$ cat config.mk
export PLATFORM = sky130hd
export DESIGN_NAME = ahb2apb_bridge_gen
export DESIGN_NICKNAME = d
export VERILOG_FILES = /design/src/rtl/ahb2apb_bridge_gen.sv
export SDC_FILE = /design/constraint.sdc
export NUM_CORES = 1
export LEC_CHECK = 0
export CORE_ASPECT_RATIO = 2
export CORE_MARGIN = 2
export CORE_UTILIZATION = 41
export DETAILED_ROUTE_END_ITERATION = 10
export PLACE_DENSITY = 0.85
export SLEW_MARGIN = 10
export SYNTH_ARGS = -nofsm -noshare
export SYNTH_HDL_FRONTEND = slang
export SYNTH_SLANG_ARGS = --single-unit
$ cat constraint.sdc
create_clock -name Hclk -period 3.87 [get_ports Hclk]
set_clock_uncertainty 0.15 [all_clocks]
set_input_delay 0.774 -clock Hclk [delete_from_list [all_inputs] [get_ports Hclk]]
set_output_delay 0.774 -clock Hclk [all_outputs]
set_load 0.05 [all_outputs]
$ cat src/rtl/ahb2apb_bridge_gen.sv
// AHB-to-APB bridge: one AHB slave port decoded onto NUM_SLV APB slaves, with APB wait states and error mapping.
// Define BRIDGE_WBUF_EN to post writes through a WBUF_DEPTH-entry FIFO drained in the background.
module ahb2apb_bridge_gen #(
  parameter int                ADDR_W     = 32,
  parameter int                DATA_W     = 32,
  parameter int                NUM_SLV    = 3,
  parameter logic [ADDR_W-1:0] BASE_ADDR  = 32'h8000_0000,
  parameter int                REGION_LSB = 26,
  parameter int                WBUF_DEPTH = 4
) (
  input  logic               Hclk,
  input  logic               Hreset,
  input  logic               Hwrite,
  input  logic               Hreadyin,
  input  logic [1:0]         Htrans,
  input  logic [ADDR_W-1:0]  Haddr,
  input  logic [DATA_W-1:0]  Hwdata,
  output logic               Hreadyout,
  output logic [1:0]         Hresp,
  output logic [DATA_W-1:0]  Hrdata,
  output logic [ADDR_W-1:0]  Paddr,
  output logic [DATA_W-1:0]  Pwdata,
  output logic               Pwrite,
  output logic               Penable,
  output logic [NUM_SLV-1:0] Psel,
  input  logic [DATA_W-1:0]  Prdata,
  input  logic               Pready,
  input  logic               Pslverr,
  output logic               Wbuf_err
);

  localparam int IDX_W = (NUM_SLV > 1) ? $clog2(NUM_SLV) : 1;
  localparam logic [NUM_SLV-1:0] ONE = NUM_SLV'(1);

`ifdef BRIDGE_WBUF_EN
  typedef enum logic [3:0] {
    ST_IDLE, ST_WWAIT, ST_SETUP, ST_ACCESS, ST_DONE, ST_ERR1, ST_ERR2, ST_WFULL, ST_RSTALL
  } state_t;
`else
  typedef enum logic [2:0] {
    ST_IDLE, ST_WWAIT, ST_SETUP, ST_ACCESS, ST_DONE, ST_ERR1, ST_ERR2
  } state_t;
`endif

  state_t              r_state, w_state_nxt;
  logic                r_hreadyout;
  logic [1:0]          r_hresp;
  logic [DATA_W-1:0]   r_hrdata;
  logic [ADDR_W-1:0]   r_addr;
  logic                r_write;
  logic [IDX_W-1:0]    r_idx;

  logic [ADDR_W-1:0]   w_off;
  logic [ADDR_W-1:0]   w_region;
  logic                w_in_win;
  logic [IDX_W-1:0]    w_idx;
  logic                w_accept;
  logic                w_take;
  logic                w_hready_nxt;
  logic                w_rd_act;

  // Region number is checked on the offset so the upper bound never overflows ADDR_W.
  assign w_off    = Haddr - BASE_ADDR;
  assign w_region = w_off >> REGION_LSB;
  assign w_in_win = (Haddr >= BASE_ADDR) && (w_region < ADDR_W'(NUM_SLV));
  assign w_idx    = w_region[IDX_W-1:0];
  assign w_accept = Hreadyin && Htrans[1] && r_hreadyout;
  assign w_rd_act = (r_state == ST_SETUP) || (r_state == ST_ACCESS);

`ifdef BRIDGE_WBUF_EN
  localparam int PTR_W = (WBUF_DEPTH > 1) ? $clog2(WBUF_DEPTH) : 1;
  localparam int ENT_W = ADDR_W + DATA_W + IDX_W;

  typedef enum logic [1:0] {D_IDLE, D_SETUP, D_ACCESS} dstate_t;

  dstate_t           r_dstate, w_dstate_nxt;
  logic [ENT_W-1:0]  r_mem [WBUF_DEPTH];
  logic [PTR_W-1:0]  r_wp, r_rp;
  logic [PTR_W:0]    r_cnt;
  logic              r_wbuf_err;
  logic              w_push, w_pop, w_full_acc, w_rd_block, w_dr_act, w_fifo_idle;
  logic [ADDR_W-1:0] w_h_addr;
  logic [DATA_W-1:0] w_h_data;
  logic [IDX_W-1:0]  w_h_idx;

  assign {w_h_addr, w_h_data, w_h_idx} = r_mem[r_rp];
  assign w_push      = (r_state == ST_WWAIT);
  assign w_pop       = (r_dstate == D_ACCESS) && Pready;
  // A write still in its data phase occupies a slot it has not pushed yet.
  assign w_full_acc  = (r_cnt == (PTR_W+1)'(WBUF_DEPTH)) ||
                       (w_push && (r_cnt == (PTR_W+1)'(WBUF_DEPTH-1)));
  assign w_dr_act    = (r_dstate != D_IDLE);
  assign w_fifo_idle = (r_cnt == '0) && !w_dr_act;
  assign w_rd_block  = !w_fifo_idle || w_push;

  always_comb begin
    w_dstate_nxt = r_dstate;
    case (r_dstate)
      D_IDLE:   if ((r_cnt != '0) && !w_rd_act) w_dstate_nxt = D_SETUP;
      D_SETUP:  w_dstate_nxt = D_ACCESS;
      D_ACCESS: if (Pready) w_dstate_nxt = D_IDLE;
      default:  w_dstate_nxt = D_IDLE;
    endcase
  end

  always_ff @(posedge Hclk) begin
    if (Hreset) begin
      r_dstate   <= D_IDLE;
      r_wp       <= '0;
      r_rp       <= '0;
      r_cnt      <= '0;
      r_wbuf_err <= 1'b0;
    end else begin
      r_dstate <= w_dstate_nxt;
      if (w_push) r_wp <= r_wp + PTR_W'(1);
      if (w_pop) begin
        r_rp <= r_rp + PTR_W'(1);
        if (Pslverr) r_wbuf_err <= 1'b1;
      end
      r_cnt <= r_cnt + (PTR_W+1)'(w_push) - (PTR_W+1)'(w_pop);
    end
  end

  always_ff @(posedge Hclk) begin
    if (w_push) r_mem[r_wp] <= {r_addr, Hwdata, r_idx};
  end
`else
  logic [DATA_W-1:0] r_pwdata;
`endif

  always_comb begin
    w_state_nxt = r_state;
    w_take      = 1'b0;
    case (r_state)
      ST_IDLE, ST_DONE: begin
        w_state_nxt = ST_IDLE;
        w_take      = w_accept;
      end
`ifdef BRIDGE_WBUF_EN
      ST_WWAIT: begin
        w_state_nxt = ST_IDLE;
        w_take      = w_accept;
      end
      ST_WFULL:  if (r_cnt != (PTR_W+1)'(WBUF_DEPTH)) w_state_nxt = ST_WWAIT;
      ST_RSTALL: if (w_fifo_idle) w_state_nxt = ST_SETUP;
`else
      ST_WWAIT:  w_state_nxt = ST_SETUP;
`endif
      ST_SETUP:  w_state_nxt = ST_ACCESS;
      ST_ACCESS: if (Pready) w_state_nxt = Pslverr ? ST_ERR1 : ST_DONE;
      ST_ERR1:   w_state_nxt = ST_ERR2;
      // Any accept seen during ERR2 is dropped: the master cancels on an ERROR response.
      ST_ERR2:   w_state_nxt = ST_IDLE;
      default:   w_state_nxt = ST_IDLE;
    endcase
    if (w_take) begin
      if (!w_in_win) begin
        w_state_nxt = ST_ERR1;
      end else if (!Hwrite) begin
`ifdef BRIDGE_WBUF_EN
        w_state_nxt = w_rd_block ? ST_RSTALL : ST_SETUP;
`else
        w_state_nxt = ST_SETUP;
`endif
      end else begin
`ifdef BRIDGE_WBUF_EN
        w_state_nxt = w_full_acc ? ST_WFULL : ST_WWAIT;
`else
        w_state_nxt = ST_WWAIT;
`endif
      end
    end
  end

  always_comb begin
    w_hready_nxt = 1'b0;
    case (w_state_nxt)
      ST_IDLE, ST_DONE, ST_ERR2: w_hready_nxt = 1'b1;
`ifdef BRIDGE_WBUF_EN
      ST_WWAIT: w_hready_nxt = 1'b1;
`endif
      default: w_hready_nxt = 1'b0;
    endcase
  end

  always_ff @(posedge Hclk) begin
    if (Hreset) begin
      r_state     <= ST_IDLE;
      r_hreadyout <= 1'b1;
      r_hresp     <= 2'b00;
      r_hrdata    <= '0;
      r_addr      <= '0;
      r_write     <= 1'b0;
      r_idx       <= '0;
`ifndef BRIDGE_WBUF_EN
      r_pwdata    <= '0;
`endif
    end else begin
      r_state     <= w_state_nxt;
      r_hreadyout <= w_hready_nxt;
      r_hresp     <= ((w_state_nxt == ST_ERR1) || (w_state_nxt == ST_ERR2)) ? 2'b01 : 2'b00;
      if (w_take) begin
        r_addr  <= Haddr;
        r_write <= Hwrite;
        r_idx   <= w_idx;
      end
`ifndef BRIDGE_WBUF_EN
      if (r_state == ST_WWAIT) r_pwdata <= Hwdata;
`endif
      if ((r_state == ST_ACCESS) && Pready && !Pslverr && !r_write) r_hrdata <= Prdata;
    end
  end

  assign Hreadyout = r_hreadyout;
  assign Hresp     = r_hresp;
  assign Hrdata    = r_hrdata;

`ifdef BRIDGE_WBUF_EN
  assign Paddr    = w_dr_act ? w_h_addr : r_addr;
  assign Pwdata   = w_dr_act ? w_h_data : '0;
  assign Pwrite   = w_dr_act;
  assign Psel     = w_rd_act ? (ONE << r_idx) : (w_dr_act ? (ONE << w_h_idx) : '0);
  assign Penable  = (r_state == ST_ACCESS) || (r_dstate == D_ACCESS);
  assign Wbuf_err = r_wbuf_err;
`else
  assign Paddr    = r_addr;
  assign Pwdata   = r_pwdata;
  assign Pwrite   = r_write;
  assign Psel     = w_rd_act ? (ONE << r_idx) : '0;
  assign Penable  = (r_state == ST_ACCESS);
  assign Wbuf_err = 1'b0;
`endif

endmodule
==> results.txt <==
----------------------------------------------------
[Timing]
  Period Utilization, post-route ... 0.804
  Rel. slew slack ... 0.314
  Post-route worst setup slack ... between 700 and 800 ps
  Total Negative Setup Slacks ... 0 ps
  Highest clock rate ... 321 MHz
  Hold Fails Final Rpt ... 0
  Fin. max-slew vios ... 0
  RSZ-0062 raised after global routing ... false
  Worst Max-Slew Pin Slew ... just over 1000 ps
  Total of endpoints with negative setup slack in the final report ... 0
  Min cycle time layout ... 3110 ps
  Min Hold Slack ... 302 ps

[Place]
  Final weighted congestion in routability-driven placement ... 0.830
  Count of buffers inserted at the top-level ports ... 205
  Placed cell count ... 739
  Post-DP HPWL ... 8.03 mm
  Pre-CTS setup slack ... 918 ps

[Floorplanning]
  Die boundary width ... 71 um
  Area of the core ... 0.00889 sq mm
  Io pins ... 209
  Site row count ... 49
  Die Span Y ... about 140 um
  Area of the die ... ~0.0098 sq mm
  Starting Density ... 0.414

[Logic synthesis]
  Number of synthesis warnings ... 0
  Register bit total from synthesis ... 102
  Count of cell types in the netlist ... 29
  Combined area of all synthesized cells ... 0.00368 sq mm
  Mean Syn Cell Area ... ~8 sq um
  Sequential cell area fraction in the yosys report ... 0.555
  Number of instances in the synthesized netlist ... roughly 460

[Cells and area]
  Multi-input logic area ... 0.00147 sq mm
  Area overhead of the layout relative to synthesis ... 64.2%
  Antenna diode count ... 0
  Share of layout cells above drive strength 1 ... 0.0398
  Final non-filler cell total ... roughly 760
  Final-layout fill cell count ... 751
  Reg area ... 0.00204 sq mm
  Post-layout nets ... 752

[Drt]
  Total detailed-routing wirelength ... 10.8 mm
  Drt initial violations ... 169
  TritonRoute pass-1 iters ... 4
  DRC violation count after routing ... 0
  Antenna-violating nets left ... 0
  Mean routed wirelength per cell ... 14.3 um
  Post-DR vias/cell ... between 4 and 5
  Via count ... between 3000 and 4000

[GRT]
  Wire length of the first global-routing pass ... 17.2 mm
  Number of antenna violations at the first check in global routing ... 0
  Gr ovfl total ... 0
  GRT Util Overall ... 0.220
  Number of global-route vias before repair ... 3616
  Maximum number of pins on one net before global-route repair ... between 100 and 150

[CTS]
  CTS tree ... yes
  Register clock-pin slew on the reported worst setup and hold paths ... 70 ps
  CTS root buf ... sky130_fd_sc_hd__clkbuf_16
  CTS-repair resized insts ... 0
  CTS H-tree lvls ... 3
  Buffer levels on the longest clock path ... 2
  CTS buffer count ... 9
  Number of setup buffers added after CTS ... 0
  Number of clock sinks seen by CTS ... about 100
  Count of hold-fix buffers inserted at cts ... 0
  Clock latency on the worst-skew pair ... 330 ps

[Power]
  Leakage power summed over all cells ... 2.12 nW
  Total power per unit cell area ... between 400 and 500 mW/mm^2
  Worst IR Drop VDD ... 0.312 mV
  Final Power ... between 0.002 and 0.003 W

[Setup path]
  Required time of the worst setup path ... about 3000 ps
  Maximum fanout along the worst path ... 8
  Crit path DAT ... 2190 ps
  Critical Path End Type ... output pin
  Crit path kind ... reg -> out
  Critical Path Source Type ... flop

[Flow run]
  Max-cap violation count ... 0

[Run status]
  Status ... finished, final reports clean

[Min path]
  Class of the tightest hold or removal check ... reg -> reg

----------------------------------------------------
-- stage by stage --
stage | util | cell area (sq um)
finish | 0.680 | 6050
global route | 0.680 | 6050
CTS | 0.680 | 6050
detailed placement | 0.644 | 5720
global placement | 0.644 | 5720
floorplan | - | 3680
-- critical path, cell delays in order (launching register included) --
cell                              delay [ps]
sky130_fd_sc_hd__dfxtp_1                 530
sky130_fd_sc_hd__nand2b_1                220
sky130_fd_sc_hd__nor3b_1                 260
sky130_fd_sc_hd__clkdlybuf4s50_1         850
-- cells in the mapped netlist --
library cell,number,area share
sky130_fd_sc_hd__nor3b_1,3,0.0061
sky130_fd_sc_hd__a22oi_1,1,0.0020
sky130_fd_sc_hd__conb_1,1,0.0010
sky130_fd_sc_hd__inv_1,2,0.0020
sky130_fd_sc_hd__a22o_1,1,0.0024
sky130_fd_sc_hd__dfxtp_1,102,0.55
sky130_fd_sc_hd__or3b_2,1,0.0024
sky130_fd_sc_hd__nor4b_1,1,0.0024
sky130_fd_sc_hd__buf_4,4,0.0082
sky130_fd_sc_hd__nor2_1,4,0.0041
sky130_fd_sc_hd__buf_6,3,0.0092
sky130_fd_sc_hd__buf_2,9,0.012
sky130_fd_sc_hd__a21oi_1,98,0.13
sky130_fd_sc_hd__a21o_1,1,0.0020
sky130_fd_sc_hd__o21ai_0,1,0.0014
sky130_fd_sc_hd__nand3b_1,1,0.0020
sky130_fd_sc_hd__nand4_1,1,0.0017
sky130_fd_sc_hd__nand2b_1,1,0.0017
sky130_fd_sc_hd__or4b_1,1,0.0027
sky130_fd_sc_hd__nor3_1,1,0.0014
sky130_fd_sc_hd__clkbuf_1,20,0.020
sky130_fd_sc_hd__nand3b_4,1,0.0054
sky130_fd_sc_hd__mux2i_1,2,0.0054
sky130_fd_sc_hd__and4_1,1,0.0024
sky130_fd_sc_hd__a21boi_0,1,0.0020
sky130_fd_sc_hd__nand2_1,197,0.20
sky130_fd_sc_hd__nor2b_1,1,0.0017
sky130_fd_sc_hd__nor4b_2,1,0.0041
sky130_fd_sc_hd__a31o_2,2,0.0048
-- report_power, final --
part	internal [W]	switching, W
Combinational	0.000210	0.000301
Clock	0.000586	0.000377
Sequential	0.00110	0.0000313
-- logic make-up (layout without fill, tap and decap cells) --
logic type | count (synthesis) | count (layout) | synth area share
simple gates | 215 | 215 | 0.239
compound gates | 105 | 105 | 0.148
flops | 102 | 102 | 0.555
buf+inv | 38 | 227 | 0.0520
mux | 2 | 2 | 0.00544
other cells | 1 | 2 | 0.00102
-- cell usage in the layout (no fill, tap or decap), types with 2 or more instances in the layout --
master / synthesis / routed
sky130_fd_sc_hd__clkbuf_16: 0 / 9
sky130_fd_sc_hd__bufinv_16: 0 / 2
sky130_fd_sc_hd__a31o_2: 2 / 2
sky130_fd_sc_hd__nor2_1: 4 / 4
sky130_fd_sc_hd__mux2i_1: 2 / 2
sky130_fd_sc_hd__nand2_1: 197 / 197
sky130_fd_sc_hd__a21oi_1: 98 / 98
sky130_fd_sc_hd__inv_1: 2 / 2
sky130_fd_sc_hd__buf_4: 4 / 5
sky130_fd_sc_hd__conb_1: 1 / 2
sky130_fd_sc_hd__clkdlybuf4s50_1: 0 / 204
sky130_fd_sc_hd__nor3b_1: 3 / 2
sky130_fd_sc_hd__dfxtp_1: 102 / 102
-- final cells by class --
| class | count | area share |
|---|---|---|
| well taps | 102 | 0.0211 |
| inverters | 2 | 0.00124 |
| flip-flops and latches | 102 | 0.338 |
| clock buffers | 11 | 0.0401 |
| multi-input cells | 324 | 0.242 |
| clock inverters | 5 | 0.0135 |
| repair buffers | 209 | 0.344 |
-- registers in the layout (all words and copies together), names as in the netlist --
signal,flops
Hresp,1
Paddr,32
Hrdata,32
r_state,3
Pwdata,32
Pwrite,1
Hreadyout,1
-- worst paths after layout --
| check | to | slack, ps | from | cells past startpoint |
|---|---|---|---|---|
| max | Psel[2] | 760 | r_state[1]$_SDFF_PP0_ | 3 |
| min | Paddr[18]$_SDFFE_PP0N_ | 300 | Paddr[18]$_SDFFE_PP0N_ | 2 |
| max reg2reg | Hrdata[15]$_SDFFE_PP0P_ | 1600 | r_state[1]$_SDFF_PP0_ | 4 |
| min reg2reg | Paddr[18]$_SDFFE_PP0N_ | 300 | Paddr[18]$_SDFFE_PP0N_ | 2 |
-- routing by layer --
| layer | part of all wire | GRT usage | vias to the layer above | wire length [um] |
|---|---|---|---|---|
| li1 | - | - | 1858 | - |
| met1 | 0.36 | 0.233 | 1677 | 3950 |
| met2 | 0.55 | 0.400 | 133 | 5970 |
| met3 | 0.054 | 0.0452 | 21 | 581 |
| met4 | 0.030 | 0.108 | 0 | 329 |
| met5 | 0 | 0 | - | 0 |
(Power assumes the default switching activity.)
